**src/rtl/tsc_pkg.sv**
```systemverilog
// Shared widths and types for the transform shift calculator.
package tsc_pkg;

  localparam int unsigned BIT_DEPTH_W = 4;
  localparam int unsigned TR_SIZE_W   = 3;
  localparam int unsigned DYN_RANGE_W = 5;
  localparam int unsigned SHIFT_W     = 6;
  // One bit wider than the result so range - depth - size cannot overflow.
  localparam int unsigned RAW_W       = 7;

  typedef logic signed [SHIFT_W-1:0] tsc_shift_t;

endpackage

```
**src/rtl/tsc_shift_core.sv**
```systemverilog
// Combinational transform shift: range - depth - size, floored at zero when
// transform skip and extended precision are both enabled.
module tsc_shift_core
  import tsc_pkg::*;
(
  input  logic [BIT_DEPTH_W-1:0] i_channel_bit_depth,
  input  logic [TR_SIZE_W-1:0]   i_log2_tr_size,
  input  logic [DYN_RANGE_W-1:0] i_max_log2_tr_dynamic_range,
  input  logic                   i_clamp,
  output tsc_shift_t             o_shift
);

  logic signed [RAW_W-1:0] w_raw;

  assign w_raw = $signed({2'b00, i_max_log2_tr_dynamic_range})
               - $signed({3'b000, i_channel_bit_depth})
               - $signed({4'b0000, i_log2_tr_size});

  // Raw range is -22..31, so dropping the top bit is lossless.
  always_comb begin
    o_shift = w_raw[SHIFT_W-1:0];
    if (i_clamp && w_raw[RAW_W-1]) begin
      o_shift = '0;
    end
  end

endmodule

```
**src/rtl/transform_shift_calculator.sv**
```systemverilog
// Registered transform shift: one result per accepted input, 1-cycle latency,
// result held while no input is accepted.
module transform_shift_calculator
  import tsc_pkg::*;
(
  input  logic                   clk,
  input  logic                   rst_n,
  input  logic                   in_valid,
  input  logic [BIT_DEPTH_W-1:0] channel_bit_depth,
  input  logic [TR_SIZE_W-1:0]   log2_tr_size,
  input  logic [DYN_RANGE_W-1:0] max_log2_tr_dynamic_range,
  input  logic                   use_transform_skip,
  input  logic                   extended_precision_processing,
  output logic                   out_valid,
  output tsc_shift_t             i_transform_shift
);

  logic       w_clamp;
  tsc_shift_t w_shift;

  logic       r_valid;
  logic       r_clamp;
  tsc_shift_t r_shift;

  assign w_clamp = use_transform_skip & extended_precision_processing;

  tsc_shift_core u_core (
    .i_channel_bit_depth         (channel_bit_depth),
    .i_log2_tr_size              (log2_tr_size),
    .i_max_log2_tr_dynamic_range (max_log2_tr_dynamic_range),
    .i_clamp                     (w_clamp),
    .o_shift                     (w_shift)
  );

  always_ff @(posedge clk or negedge rst_n) begin
    if (!rst_n) begin
      r_valid <= 1'b0;
      r_clamp <= 1'b0;
      r_shift <= '0;
    end else begin
      r_valid <= in_valid;
      if (in_valid) begin
        r_clamp <= w_clamp;
        r_shift <= w_shift;
      end
    end
  end

  assign out_valid         = r_valid;
  assign i_transform_shift = r_shift;

  // A clamped result can never be negative.
  a_clamp_nonneg : assert property (
    @(posedge clk) disable iff (!rst_n) r_clamp |-> (i_transform_shift >= 0)
  );

endmodule

```
**config.mk**
```make
export PLATFORM = sky130hd
export DESIGN_NAME = transform_shift_calculator
export DESIGN_NICKNAME = d
export VERILOG_FILES = /design/src/rtl/tsc_pkg.sv /design/src/rtl/tsc_shift_core.sv /design/src/rtl/transform_shift_calculator.sv
export SDC_FILE = /design/constraint.sdc
export NUM_CORES = 1
export LEC_CHECK = 0
export CORE_MARGIN = 1
export CORE_UTILIZATION = 30
export DETAILED_ROUTE_END_ITERATION = 10
export DONT_BUFFER_PORTS = 1
export GPL_ROUTABILITY_DRIVEN = 0
export GPL_TIMING_DRIVEN = 0
export SLEW_MARGIN = 20
export SYNTH_ARGS = -nofsm -noshare
export SYNTH_HDL_FRONTEND = slang
export SYNTH_HIERARCHICAL = 1
export SYNTH_SLANG_ARGS = --single-unit
```
**constraint.sdc**
```tcl
create_clock -name clk -period 1.34 [get_ports clk]
set_input_delay 0.201 -clock clk [delete_from_list [all_inputs] [get_ports clk]]
set_output_delay 0.201 -clock clk [all_outputs]
set_load 0.02 [all_outputs]
```
Word level (Yosys, flattened, before mapping):

Index checks and enable logic that the tools add are counted.

* add/sub/neg operators: 2
* $mul: 0
* div/mod/pow operators: 0
* order comparisons: 0
* eq/ne operators: 0
* shift-type cells: 0
* multiplexer cells: 1
* bitwise logic cells: 1
* reductions and logical operators: 1

Operator list (number)
* $sub 7x4->7: 1
* $mux 6: 1
* $sub 5x4->6: 1
* $and 1x1->1: 1
* $logic_and 1x1->1: 1

* bits in registers: 7
* latch bits: 0
* memory bits (writable): 0
* ROM bits: 0
* input bits: 17
* output and inout bits: 7
* word-level logic and storage cells: 7
* memories kept: 0

Logic depth before layout (Yosys ltp):

* depth in word-level cells: 4
* depth in mapped cells: 12
* depth with buffers taken out: 12

By module:

Netlist, hierarchy kept.

By module, submodules not included
* tsc_shift_core: instances 1, cells each 51, area an instance 395.4 µm²
* transform_shift_calculator: instances 1, cells each 15, area an instance 282.8 µm²

Worst setup path before layout:

No wires, ideal clock.

* path type: in2reg
* from: input max_log2_tr_dynamic_range[0]
* to: register r_shift[2], in the netlist i_transform_shift[2]
* arrival time: 2.210 ns
* setup slack: -0.995 ns
* stages: 11
* buffers on the path: 0
* path through: inv_1 ha_1 inv_1 fa_1 xor2_1 ha_1 a21oi_1 nand4_1 a31oi_4 nor2_1 mux2_4

* longest elaborated chain between the ends: 4

RTL lines
* start, declared: RTL line transform_shift_calculator.sv:11 `input logic [DYN_RANGE_W-1:0] max_log2_tr_dynamic_range,`
* $sub 5x4->6 (*): RTL line tsc_shift_core.sv:16 `- $signed({3'b000, i_channel_bit_depth})`
* $sub 7x4->7 (*): RTL line tsc_shift_core.sv:17 `- $signed({4'b0000, i_log2_tr_size});`
* $logic_and 1x1->1: RTL line tsc_shift_core.sv:22 `if (i_clamp && w_raw[RAW_W-1]) begin`
* $mux 6 (*): RTL line tsc_shift_core.sv:22
* named net w_shift[2]: RTL line transform_shift_calculator.sv:19 `tsc_shift_t w_shift;`
* end signal, assigned: RTL line transform_shift_calculator.sv:44 `r_shift <= w_shift;`
* end, declared: RTL line transform_shift_calculator.sv:23 `tsc_shift_t r_shift;`

Mark *: on every way through the listed nets, which the timed path passes. The rest lies on a longest branch.
A chain may end at the register's enable or synchronous reset.

Worst setup path in the final report:

* from: input max_log2_tr_dynamic_range[0]
* to: register r_shift[0], in the netlist i_transform_shift[0]

The elaborated chain is that of the path after synthesis.

==> metrics <==
placed wire-length estimate=1037 um; die height=slightly below 50 um; layout cells sized above 1=42.86%; Slew @ Worst Pin=0.3391 ns; largest net degree at the start of global routing=8; CTS tree=done; final setup margin=-0.7030 ns; setup slack at placement=-1.094 ns; routed wire length per instance=13.08 um; Critical Path Most Common Cell=inv_2; First-pass DRT Iterations=2; Avg Vias per Cell=4.712; Setup-failing EPs final=6; Seq/Total Area, Yosys=25.83%; Critical Setup Path Class=in2reg; failing checks=setup timing; number of flops mapped to enable cells by yosys=0; gr usage total=11.68%; Yosys top cell by area=dfrtp_1; final WL=1360 um; grt ovf=0; yosys warns=6; Storage cell area=175.2 um^2; Top FF cell, synth=dfrtp_1; fin crit share=152.5%; average cell area after synthesis=between 10 and 15 um^2; design area=853.3 um^2; first-pass GRT wire length=between 2000 and 2500 um; Multi-input gate area=485.5 um^2; Final min period=roughly 2.0 ns; Clock Sinks=7; Die W=49.55 um; Filler Cell Count=~200; max incr delay on CP=0.45 ns; Rows=16; delay-heaviest family, CP=adder cells; die area=0.002455 mm^2; TritonCTS Buffers=3; core area=0.002042 mm^2; Cell variety after synth=28; Initial Util=roughly a third; syn_nets=92; async set or reset register ratio after synthesis=100.0%; CTS Root Cell=clkbuf_4; fin nets=104; number of synthesized register bits=7; Setup crit end kind=flop; Synth top area share=25.83%; clk_lat worst skew=0.25 ns; Post-Syn Area=678.2 um^2; hold slack=around 0.24 ns; Peak VDD IR=approximately 0.52 mV; n_diodes=0; CP bufs+invs=4; clk slew on worst S/H paths=0.06 ns; Crit path depth=12; Area after DPL=743.2 um^2; worst endpoint required time=1.48 ns; hold depth=2; Post-Syn Instances=66; Max stage delay cell, worst path=fa_2; routed via count=490; I/O Pins=24; r2r worst-path depth=1; vias in the first global route=509; Worst Path Max Fanout=6; Hold WC Path Type=in2reg; synthesis-to-layout area growth=25.83%; status=finished with violations; H-tree Lvls=1; Pleak=0.3985 nW; Max-Cap Viols=0; skew final=0 ns; placed cell count=93; worst-case clock buffer depth=2; endpoints failing hold=0; PortBufs=0; post-route insts no fill=104; CP cell instances=clkinv_16 -> ha_4 -> inv_2 -> fa_2 -> inv_2 -> fa_2 -> inv_2 -> a21oi_4 -> nand4_1 -> a31oi_4 -> nor2_1 -> mux2_4; Max transition margin=77.32%; unrepaired setup endpoints after global routing=yes; crit path launch type=input port; drc violations=0; CP arrival=2.18 ns; synth top area cells=dfrtp_1 26%, mux2_4 13%, ha_1 13%; PwrDens=between 1000 and 1500 mW/mm^2; antenna viol nets, final=0; Final Max Tran Viols=0; initial antenna violation count=0; FMAX=489.5 MHz; Initial DRC Count=1
[cell type report]
cell class / instances / share of cell area [%]
multi-input cells: 48 / 56.89
flip-flops and latches: 7 / 20.53
repair buffers: 7 / 6.745
inverters: 10 / 7.478
clock buffers: 4 / 3.079
plain buffers: 1 / 1.320
well taps: 27 / 3.959
[flip-flops by register name, summed over array words and instances (netlist names)]
signal,count
i_transform_shift,6
out_valid,1
[power by group]
group,internal [W],switching [W]
Clock,0.000114,0.0000835
Combinational,0.000246,0.000174
Sequential,0.000273,0.000123
[cells by family after synthesis]
kind of cell / after synthesis / share of synthesized area, %
flip-flops: 7 / 25.83
adder cells (fa/ha/maj): 9 / 18.82
buffers and inverters: 11 / 7.196
multiplexers: 6 / 13.28
AND/OR/NAND/NOR: 18 / 17.53
XOR/XNOR: 3 / 3.875
AO/OA/AOI/OAI: 12 / 13.47
[final timing paths]
| check | slack [ns] | endpoint | from |
|---|---|---|---|
| max | -0.70 | i_transform_shift[0] | max_log2_tr_dynamic_range[0] |
| min | 0.24 | i_transform_shift[3] | in_valid |
| max reg2reg | 0.45 | i_transform_shift[5] | i_transform_shift[5] |
| min reg2reg | 0.67 | i_transform_shift[2] | i_transform_shift[2] |
| max in group asynchronous | 0.81 | i_transform_shift[5] | rst_n |
| min in group asynchronous | 0.28 | out_valid | rst_n |
[metal layers]
| layer | wire length [um] | track usage [%] | vias to the layer above |
|---|---|---|---|
| met1 | 586 | 14.34 | 227 |
| met4 | 18 | 7.143 | 0 |
| met5 | 0 | 0 | - |
| met3 | 38 | 0.3086 | 2 |
| li1 | - | - | 251 |
| met2 | 716 | 20.05 | 10 |
[through the flow]
| stage | power [W] | utilization, % | TNS [ns] |
|---|---|---|---|
| floorplan | 0.0006886 | - | -5.543 |
| global placement | 0.0007447 | 36.40 | -6.357 |
| detailed placement | 0.0007545 | 36.40 | -6.520 |
| CTS | 0.001004 | 40.75 | -4.194 |
| global route | 0.001075 | 41.79 | -4.927 |
| finish | 0.001012 | 41.79 | -4.188 |
[Yosys cell counts (all sizes together), types with 2 or more instances]
cell	number
dfrtp	7
ha	7
inv	10
xor2	2
a21oi	4
nand4	2
and2	2
mux2	6
a21o	2
a31oi	2
fa	2
nand3b	2
o21ai	2
nor2	4
nand2	2
[placed cells by master, fill, tap and decap left out, types with 2 or more instances in the layout]
| cell type | instances |
|---|---|
| dfrtp_1 | 7 |
| clkbuf_4 | 3 |
| inv_2 | 3 |
| nand4_1 | 2 |
| nand3b_1 | 2 |
| mux2_4 | 6 |
| a21oi_1 | 3 |
| fa_2 | 2 |
| nand2_1 | 2 |
| ha_1 | 6 |
| nor2_1 | 3 |
| inv_1 | 6 |
| buf_4 | 5 |
| dlygate4sd3_1 | 2 |
| xor2_1 | 2 |
[timing repair]
item / 4_1_cts / 5_1_grt
pin swaps: 8 / 1
setup buffers: 5 / 0
hold buffers: 2 / 0
gates resized for setup: 3 / 5
hold endpoints to repair: 8 / 0
endpoints found under the setup margin: 6 / 6
cloned: 0 / 0
(Power assumes the default switching activity.)
